--- src/rtl/jk_reg_bank_if.sv ---
// Bundles the mode/data inputs and q/qn/tc outputs of jk_reg_bank.
// The slave modport is the register bank; master is whoever drives it.
interface jk_reg_bank_if #(
  parameter int unsigned WIDTH = 8
);
  logic             en;
  logic [1:0]       mode;
  logic [WIDTH-1:0] j;
  logic [WIDTH-1:0] k;
  logic             dir;
  logic             ser_in;
  logic [WIDTH-1:0] q;
  logic [WIDTH-1:0] qn;
  logic             tc;

  modport master (
    output en, mode, j, k, dir, ser_in,
    input  q, qn, tc
  );

  modport slave (
    input  en, mode, j, k, dir, ser_in,
    output q, qn, tc
  );
endinterface

--- src/rtl/jk_reg_bank.sv ---
// WIDTH-bit JK register bank with JK / up-down COUNT / SHIFT / LOAD modes and a registered tc.
// Optional build macro JKBANK_SAT_EN: COUNT saturates at the ends instead of wrapping.
module jk_reg_bank #(
  parameter int unsigned WIDTH = 8
) (
  input logic          clk,
  input logic          clr,
  jk_reg_bank_if.slave bus
);

  typedef enum logic [1:0] {
    ModeJk    = 2'b00,
    ModeCount = 2'b01,
    ModeShift = 2'b10,
    ModeLoad  = 2'b11
  } mode_e;

  logic [WIDTH-1:0] q_d, q_q;
  logic [WIDTH-1:0] qn_d, qn_q;
  logic             tc_d, tc_q;
  logic             at_top, at_bot, at_end;
  mode_e            mode;

  assign mode   = mode_e'(bus.mode);
  assign at_top = &q_q;
  assign at_bot = ~|q_q;
  // The end the counter is heading towards; reaching it past this edge is a wrap.
  assign at_end = bus.dir ? at_top : at_bot;

  always_comb begin
    q_d  = q_q;
    tc_d = 1'b0;
    if (bus.en) begin
      unique case (mode)
        ModeJk: begin
          q_d = (bus.j & ~q_q) | (~bus.k & q_q);
        end
        ModeCount: begin
          tc_d = at_end;
`ifdef JKBANK_SAT_EN
          if (!at_end) begin
            q_d = bus.dir ? q_q + WIDTH'(1) : q_q - WIDTH'(1);
          end
`else
          q_d = bus.dir ? q_q + WIDTH'(1) : q_q - WIDTH'(1);
`endif
        end
        ModeShift: begin
          q_d = {q_q[WIDTH-2:0], bus.ser_in};
        end
        ModeLoad: begin
          q_d = bus.j;
        end
        default: begin
          q_d = q_q;
        end
      endcase
    end
    // Kept as its own register so qn carries no inverter delay after the clock.
    qn_d = ~q_d;
  end

  always_ff @(posedge clk) begin
    if (clr) begin
      q_q  <= '0;
      qn_q <= '1;
      tc_q <= 1'b0;
    end else begin
      q_q  <= q_d;
      qn_q <= qn_d;
      tc_q <= tc_d;
    end
  end

  assign bus.q  = q_q;
  assign bus.qn = qn_q;
  assign bus.tc = tc_q;

endmodule

--- src/flat_wrapper.sv ---
// flat-port wrapper written by rule: the top's interface ports become plain ports
module jk_reg_bank_flat 
#(
  parameter int unsigned WIDTH = 8
)
  (clk, clr, bus_en, bus_mode, bus_j, bus_k, bus_dir, bus_ser_in, bus_q, bus_qn, bus_tc);
  jk_reg_bank_if #(.WIDTH(WIDTH)) bus_i ();
  input logic clk;
  input logic clr;
  input wire logic [$bits(bus_i.en)-1:0] bus_en;
  input wire logic [$bits(bus_i.mode)-1:0] bus_mode;
  input wire logic [$bits(bus_i.j)-1:0] bus_j;
  input wire logic [$bits(bus_i.k)-1:0] bus_k;
  input wire logic [$bits(bus_i.dir)-1:0] bus_dir;
  input wire logic [$bits(bus_i.ser_in)-1:0] bus_ser_in;
  output wire logic [$bits(bus_i.q)-1:0] bus_q;
  output wire logic [$bits(bus_i.qn)-1:0] bus_qn;
  output wire logic [$bits(bus_i.tc)-1:0] bus_tc;
  assign bus_i.en = bus_en;
  assign bus_i.mode = bus_mode;
  assign bus_i.j = bus_j;
  assign bus_i.k = bus_k;
  assign bus_i.dir = bus_dir;
  assign bus_i.ser_in = bus_ser_in;
  assign bus_q = bus_i.q;
  assign bus_qn = bus_i.qn;
  assign bus_tc = bus_i.tc;
  jk_reg_bank #(.WIDTH(WIDTH)) u_core (.clk(clk), .clr(clr), .bus(bus_i));
endmodule
--- config.mk ---
export PLATFORM = sky130hd
export DESIGN_NAME = jk_reg_bank_flat
export DESIGN_NICKNAME = d
export VERILOG_FILES = /design/src/rtl/jk_reg_bank_if.sv /design/src/rtl/jk_reg_bank.sv /design/src/flat_wrapper.sv
export SDC_FILE = /design/constraint.sdc
export NUM_CORES = 1
export LEC_CHECK = 0
export CAP_MARGIN = 20
export CORE_MARGIN = 10
export CORE_UTILIZATION = 48
export DETAILED_ROUTE_END_ITERATION = 12
export GPL_TIMING_DRIVEN = 0
export PLACE_DENSITY_LB_ADDON = 0.3
export SETUP_SLACK_MARGIN = 0.1
export SYNTH_ARGS = -nofsm -noshare
export SYNTH_HDL_FRONTEND = slang
export SYNTH_SLANG_ARGS = --single-unit
--- constraint.sdc ---
create_clock -name clk -period 3 [get_ports clk]
set_input_delay 0.45 -clock clk [delete_from_list [all_inputs] [get_ports clk]]
set_output_delay 0.45 -clock clk [all_outputs]
set_load 0.01 [all_outputs]
[Word level (Yosys, flattened, before mapping)]
Cells that the tools add are included.
Storage, ports and cells
  register bits after elaboration: 17
  input port bits: 23
  output and inout bits: 17
  word-level logic and storage cells: 25
Operators by class
  $add $sub $neg: 2
  equality and inequality tests: 3
  muxes and demuxes: 4
  bitwise logic cells: 8
  reduce and logical (&&, ||, !) cells: 5
Operator list (count)
  $pmux 8 s4: 1
  $not 8->8: 3
  $and 8x8->8: 2
  $mux 8: 2
  $add 8x1->8 const B: 1
  $or 8x8->8: 1
  $reduce_and 8->1: 1
  $reduce_or 8->1: 1
  $sub 8x1->8 const B: 1
  $eq 2x2->1 const B: 2
  $reduce_or 3->1: 1
  $eq 2x1->1 const B: 1
  $logic_not 2->1: 1
  $not 1->1: 2
  $logic_not 1->1: 1
  $mux 1: 1

[Depth between registers and ports, before layout]
Gate-level depths: netlist of run 1.
  depth in word-level cells: 6
  depth in mapped cells: 7
  gate-level depth less buffers: 7

[Least setup slack after synthesis of run 1]
No wires, ideal clock.
  path kind: flip-flop to flip-flop
  start point: reg u_core.q_q[0], in the netlist u_core.bus.q[0]
  end point: reg u_core.qn_q[4], in the netlist u_core.bus.qn[4]
  setup time: 0.120 ns
  arrival: 1.811 ns
  data required time: 2.880 ns
  setup slack: 1.069 ns
  stages on the path, launching flop included: 8
  path buffers: 0
  clock period less this slack: 1.931 ns
  cell sequence: dfxtp_1 inv_1 fa_1 nor2b_1 o21a_1 nor3_1 o21ba_2 o31a_1
Between the ends
  longest elaborated chain between the ends: 5
  elaborated cells between the ends (all ways): 6
  those cells by class: add/sub (2); mux (3); bitwise (1)
RTL lines
  from (decl): line jk_reg_bank.sv:18  | logic [WIDTH-1:0] q_d, q_q;
  from (signal assigned): line jk_reg_bank.sv:69  | q_q <= q_d;
  $sub 8x1->8 / $add 8x1->8 (equally long branches): line jk_reg_bank.sv:45  | q_d = bus.dir ? q_q + WIDTH'(1) : q_q - WIDTH'(1);
  $mux 8 (*): line jk_reg_bank.sv:45
  $pmux 8 s4 (*): line jk_reg_bank.sv:34  | unique case (mode)
  $mux 8 (*): line jk_reg_bank.sv:33  | if (bus.en) begin
  $not 8->8 (*): line jk_reg_bank.sv:60  | qn_d = ~q_d;
  to (signal assigned): line jk_reg_bank.sv:70  | qn_q <= qn_d;
  to (decl): line jk_reg_bank.sv:19  | logic [WIDTH-1:0] qn_d, qn_q;
Every way passes the cells marked *; elsewhere a longest branch is shown, timed or not.
A chain may end at the register's enable or synchronous reset.

[Final worst setup path of run 1]
  start point: in bus_dir
  end point: reg u_core.qn_q[7], in the netlist u_core.bus.qn[7]
Between the ends
  longest elaborated chain between the ends: 4
RTL lines
  from (decl): line flat_wrapper.sv:14  | input wire logic [$bits(bus_i.dir)-1:0] bus_dir;
  $mux 8: line jk_reg_bank.sv:45
  $pmux 8 s4: line jk_reg_bank.sv:34
  $mux 8: line jk_reg_bank.sv:33
  $not 8->8: line jk_reg_bank.sv:60
No other way between the ends.

==> metrics.cfg, run 1 <==
[yosys]
ys_types=38
postSynth.asyncResetShare_pct=0
seq_area_frac_synth_pct=29.63
netlist_area_um2=1149
synth_seq_cells=17
syn_inst=145
synth_edf_count=0
synth_fp_nets=175
synth-warning-count=0
synth_ff_type=dfxtp_1
avgSynthCellArea_um2=7.921

[sta]
holdWs_ns=0.5821
maxSlewViolCount=0
grt_setup_unrepaired=false
maxSlewHeadroom_pct=69.01
layout_min_cycle_time_ns=2.406
finalSetupViolCount=0
fin_skew_ns=0.01216
tns_ns=0
finalCritPeriodShare_pct=80.19
tightest_slew_ns=0.4648
max_freq_mhz=415.7
layout_setup_ws_ns=0.5942
hold_viol=0

[floorplan]
rows=17
chipWidth_um=68.92
io_pins=40
start_util_pct=50.94
core_um2=2255
die_area_um2=4749
die_h_um=68.92

[critical_path]
startpoint_type=input pin
path_class=in -> reg
r2r_cells=7
critPathCaptureType=flip-flop
crit_end=u_core.bus.qn[7]$_SDFF_PP1_
reg2reg_from=u_core.bus.q[0]$_SDFF_PP0_
crit_buf_inv=2
cp_slowest_stage_delay_ns=0.57
worst_path_dominant_cell_family=buffers and inverters
cp.arrival_ns=2.59
critPathLaunch=bus_dir
cp_slowest_cell=clkdlybuf4s50_1
r2r-end=u_core.bus.qn[4]$_SDFF_PP1_
path_depth=8
rrSetupSlack_ns=0.97
path_max_fanout=6
path_cells=clkdlybuf4s50_1, inv_1, ha_1, o211ai_1, nor3_1, or3_1, a31oi_1, o21ai_0
worstPathRequired_ns=3.18

[cells_and_area]
regArea_um2=340.3
layout_commonest_cell=clkdlybuf4s50_1
antenna_cells=0
postLayoutCoreUtil_pct=70.14
final_cell_mix=clkdlybuf4s50_1, dfxtp_1, nand2_1
drive_gt1_share_pct=7.527
fillerInstances=195
syn2layout_area_growth_pct=37.69
multi_input_area_um2=740.7
final_nets=217

[routing]
vias=1254
drtAntennaViolNets=0
vias_per_cell=5.860
drtPass1Iterations=5
routed_wl_mm=3.258
drt-initial-drc-count=92
routedWlPerCell_um=15.22
drc=0

[power_and_ir_drop]
p_total_w=0.0006203
p_per_area_nw_per_um2=392.2
p_leak_nw=0.6435
peakVddDrop_v=0.0003555

[min_path]
hp-class=reg -> reg

[clock_network]
hold_buffers=0
root_buffer=clkbuf_4
cts-buffers-inserted=3
worstSkewPairLatency_ns=0.30
clk_pin_slew_worst_paths_ns=0.10
clock_path_buffers=2
cts_tree=yes
cts_setup_buffers=0
cts.sinks=17
cts_resized=0
htree_levels=1

[global_routing]
gr-total-overflow=0
grt_max_degree=11
antenna_found_initial=0
grt_usage_pct=14.24
grt_pass1_wl_mm=5.340
first_global_vias=1241

[place]
hpwl_mm=2.603
port_buffers=37
dp_slack_ns=0.2710
routabilityCongestion=0.8699

[run]
drv_cap=0

[status]
status=completed

[how the worst min path moves through the flow]
stage / startpoint / endpoint / slack (ns) / cells after the start
2_1_floorplan: u_core.bus.q[2]$_SDFF_PP0_ / u_core.bus.q[2]$_SDFF_PP0_ / 0.55 / 2
3_3_place_gp: u_core.bus.q[3]$_SDFF_PP0_ / u_core.bus.q[3]$_SDFF_PP0_ / 0.56 / 2
3_5_place_dp: u_core.bus.q[3]$_SDFF_PP0_ / u_core.bus.q[3]$_SDFF_PP0_ / 0.57 / 2
4_1_cts: u_core.bus.q[3]$_SDFF_PP0_ / u_core.bus.q[3]$_SDFF_PP0_ / 0.58 / 2
5_1_grt: u_core.bus.q[2]$_SDFF_PP0_ / u_core.bus.q[2]$_SDFF_PP0_ / 0.63 / 2
6_report: u_core.bus.q[3]$_SDFF_PP0_ / u_core.bus.q[3]$_SDFF_PP0_ / 0.58 / 2
[cell families after synthesis]
family / count (synthesis) / share of synthesized area (%)
AOI/OAI and AO/OA: 55 / 32.14
buffers and inverters: 17 / 5.882
muxes: 4 / 4.902
adders and majority gates: 7 / 8.279
DFF: 17 / 29.63
and+or+nand+nor: 41 / 16.12
xor gates and xnor gates: 4 / 3.051
[layer usage]
metal,up-vias,global-route usage [%],part of all wire [%]
li1,621,-,-
met2,47,25.23,49
met4,0,3.941,0.58
met1,582,15.49,39
met5,-,0,0
met3,4,5.314,11
[where the power goes]
part | internal (W) | leakage, nW | switching, W | total, W
clock network | 0.0000496 | 0.0177 | 0.0000770 | 0.000127
registers | 0.000245 | 0.141 | 0.0000229 | 0.000268
logic | 0.000121 | 0.485 | 0.000105 | 0.000226
total | 0.000416 | 0.643 | 0.000205 | 0.000620
[synth_stat cells (3+ instances only)]
library cell / count / area share (%)
a21o_1: 4 / 2.6
a21oi_1: 12 / 5.2
a31oi_1: 4 / 2.2
buf_2: 3 / 1.3
clkbuf_1: 3 / 0.98
dfxtp_1: 17 / 30
ha_1: 6 / 6.5
inv_1: 11 / 3.6
mux2i_1: 3 / 2.6
nand2_1: 14 / 4.6
nor2_1: 12 / 3.9
nor3_1: 3 / 1.3
nor4_1: 3 / 1.6
o21a_1: 4 / 2.6
o21ai_0: 13 / 5.7
o221ai_1: 3 / 2.3
xnor2_1: 3 / 2.3
[worst min-delay path, cell delays in order, from the launching register on]
cell,delay [ns]
dfxtp_1,0.38
nand2_1,0.11
a21oi_1,0.06
[through the flow]
stage	cells	instance area [um2]
finish	214	1582
global route	214	1582
CTS	214	1582
detailed placement	210	1554
global placement	210	1554
floorplan	145	1149
[final cells by class]
type | count | share of cell area [%]
inverter | 11 | 2.611
tap | 28 | 2.215
multi-input combinational | 111 | 46.84
timing repair buffer | 37 | 23.42
buffer | 6 | 1.661
clock inverter | 1 | 0.3165
sequential | 17 | 21.52
clock buffer | 3 | 1.424
(Power assumes the default switching activity.)
==> inputs of run 2 (changes only) <==
CORE_UTILIZATION = 40   (was 48)
clock period = 2.1 ns   (was 3 ns; I/O delays follow)
==> run 2 against run 1 <==
Compared with the run above:
- global-route usage shrank 1.7 points
- critical path depth shrank 1
- die area grew 14%
- final area grew 0.47%
- first-iteration DRC count shrank 27%
- sequential cell count is the same
- combinational power grew 44%
- power grew 43%
- worst hold slack lost 0.084 ns
- register-to-register slack lost 0.77 ns
- clock skew shrank 0.0044 ns
- core utilization shrank 13 points
- critical path type is now reg -> reg
- critical endpoint is now u_core.bus.qn[4]$_SDFF_PP1_
==> metrics.cfg, run 2 (synthesis results as in run 1) <==
[status]
status=completed  ; unchanged

[critical_path]
crit_end=u_core.bus.qn[4]$_SDFF_PP1_  ; was u_core.bus.qn[7]$_SDFF_PP1_
path_class=reg -> reg  ; was in -> reg
critPathLaunch=u_core.bus.q[0]$_SDFF_PP0_  ; was bus_dir
cp.arrival_ns=2.09  ; was 2.59 ns
startpoint_type=flip-flop  ; was input pin
r2r-end=u_core.bus.qn[4]$_SDFF_PP1_  ; unchanged
reg2reg_from=u_core.bus.q[0]$_SDFF_PP0_  ; unchanged
critPathCaptureType=flip-flop  ; unchanged
path_max_fanout=8  ; was 6
worstPathRequired_ns=2.29  ; was 3.18 ns
rrSetupSlack_ns=0.20  ; was 0.97 ns
r2r_cells=7  ; unchanged

[cells_and_area]
syn2layout_area_growth_pct=38.34  ; was 37.69%
regArea_um2=347.8  ; was 340.3 um2
layout_commonest_cell=clkdlybuf4s50_1  ; unchanged
final_cells=217  ; was 214
final_cell_mix=clkdlybuf4s50_1, nand2_1, o21ai_0, dfxtp_1  ; was clkdlybuf4s50_1, dfxtp_1, nand2_1
final_nets=217  ; unchanged
antenna_cells=0  ; unchanged
fillerInstances=270  ; was 195
multi_input_area_um2=743.2  ; was 740.7 um2
drive_gt1_share_pct=10.75  ; was 7.527%

[floorplan]
start_util_pct=41.65  ; was 50.94%
io_pins=40  ; unchanged
core_um2=2758  ; was 2255 um2
die_area_um2=5415  ; was 4749 um2
rows=19  ; was 17
die_h_um=73.59  ; was 68.92 um
chipWidth_um=73.59  ; was 68.92 um

[power_and_ir_drop]
p_sw_w=0.0002885  ; was 0.0002048 W
p_total_w=0.0008857  ; was 0.0006203 W
peakVddDrop_v=0.0003922  ; was 0.0003555 V
p_per_area_nw_per_um2=557.4  ; was 392.2 nW/um2
p_int_w=0.0005972  ; was 0.0004156 W
power_frac_seq_pct=43.5  ; was 43.2%
pwr-share-comb_pct=36.8  ; was 36.4%
clockPowerShare_pct=19.7  ; was 20.4%
switching_share_pct=32.57  ; was 33.01%
p_leak_nw=0.6425  ; was 0.6435 nW

[global_routing]
grt_usage_pct=12.56  ; was 14.24%
grt_pass1_wl_mm=5.547  ; was 5.340 mm
first_global_vias=1238  ; was 1241
antenna_found_initial=0  ; unchanged
grt_max_degree=11  ; unchanged
gr-total-overflow=0  ; unchanged

[sta]
hold_viol=0  ; unchanged
fin_skew_ns=0.007764  ; was 0.01216 ns
max_freq_mhz=526.0
layout_min_cycle_time_ns=1.901
holdWs_ns=0.4983  ; was 0.5821 ns
finalCritPeriodShare_pct=90.53
maxSlewHeadroom_pct=70.98  ; was 69.01%
finalSetupViolCount=0  ; unchanged
grt_setup_unrepaired=true  ; was false
maxSlewViolCount=0  ; unchanged
tightest_slew_ns=0.4353  ; was 0.4648 ns

[routing]
routed_wl_mm=3.384  ; was 3.258 mm
vias=1242  ; was 1254
drtPass1Iterations=4  ; was 5
drt-initial-drc-count=67  ; was 92
drc=0  ; unchanged
vias_per_cell=5.724  ; was 5.860
routedWlPerCell_um=15.59  ; was 15.22 um
drtAntennaViolNets=0  ; unchanged

[place]
routabilityCongestion=0.8513  ; was 0.8699
dp.cells=213  ; was 210
hpwl_mm=2.786  ; was 2.603 mm
port_buffers=37  ; unchanged

[min_path]
hp-class=in -> reg  ; was reg -> reg

[clock_network]
worstSkewPairLatency_ns=0.29  ; was 0.30 ns
cts-buffers-inserted=3  ; unchanged
clock_path_buffers=2  ; unchanged
hold_buffers=0  ; unchanged
htree_levels=1  ; unchanged
root_buffer=clkbuf_4  ; unchanged
clk_pin_slew_worst_paths_ns=0.10  ; about the same
cts.sinks=17  ; unchanged
cts_tree=yes  ; unchanged

[run]
drv_cap=0  ; unchanged

-- run 2: through the flow --
step	setup WS, ns	utilization [%]	area, um2	TNS [ns]
floorplan	0.1694	-	1149	0
global placement	-0.4255	56.49	1558	-3.536
detailed placement	-0.4897	56.49	1558	-4.383
CTS	0.1259	57.49	1585	0
global route	0.08210	57.62	1589	0
finish	0.1988	57.62	1589	0
-- run 2: power groups by stage --
| stage | clock (W) | sequential [W] | combinational [W] |
|---|---|---|---|
| 4_1_cts | 0.000174 | 0.000385 | 0.000326 |
| 6_report | 0.000174 | 0.000386 | 0.000326 |
| 3_5_place_dp | 0 | 0.000391 | 0.000324 |
| 5_1_grt | 0.000188 | 0.000391 | 0.000359 |
| 3_3_place_gp | 0 | 0.000390 | 0.000315 |
| 2_1_floorplan | 0 | 0.000396 | 0.000175 |
-- run 2: timing repair --
| item | in CTS | in global routing |
|---|---|---|
| setup buffers | 0 | 0 |
| endpoints found under the setup margin | 13 | 9 |
| gates resized for setup | 4 | 6 |
| pin swaps | 0 | 0 |
-- run 2: final cells by class --
| class | count | area share (%) |
|---|---|---|
| Multi-Input combinational cell | 111 | 46.77 |
| Inverter | 11 | 2.598 |
| Sequential cell | 17 | 21.89 |
| Buffer | 6 | 1.654 |
| Tap cell | 31 | 2.441 |
| Clock buffer | 4 | 1.654 |
| Timing Repair Buffer | 37 | 22.99 |
-- run 2: how the worst min path moves through the flow --
stage | start | endpoint | cells after the start
2_1_floorplan | clr | u_core.bus.qn[5]$_SDFF_PP1_ | 2
3_3_place_gp | u_core.bus.q[3]$_SDFF_PP0_ | u_core.bus.q[3]$_SDFF_PP0_ | 2
3_5_place_dp | u_core.bus.q[3]$_SDFF_PP0_ | u_core.bus.q[3]$_SDFF_PP0_ | 2
4_1_cts | bus_en | u_core.bus.q[0]$_SDFF_PP0_ | 3
5_1_grt | bus_en | u_core.bus.q[2]$_SDFF_PP0_ | 3
6_report | bus_en | u_core.bus.q[2]$_SDFF_PP0_ | 3
-- run 2: critical path, cell delays in order, from the launching register on --
cell and delay (ns):
dfxtp_4 0.40, inv_1 0.09, fa_1 0.47, nor2b_2 0.16, o21a_1 0.14, nor3_1 0.06, o21ba_2 0.21, o31a_1 0.27
-- run 2: layer usage --
layer | vias to the layer above | global-route usage [%] | wire length (um)
met1 | 586 | 14.20 | 1387
met2 | 33 | 21.69 | 1746
met4 | 0 | 6.418 | 56
li1 | 618 | - | -
met5 | - | 0 | 0
met3 | 5 | 2.423 | 194
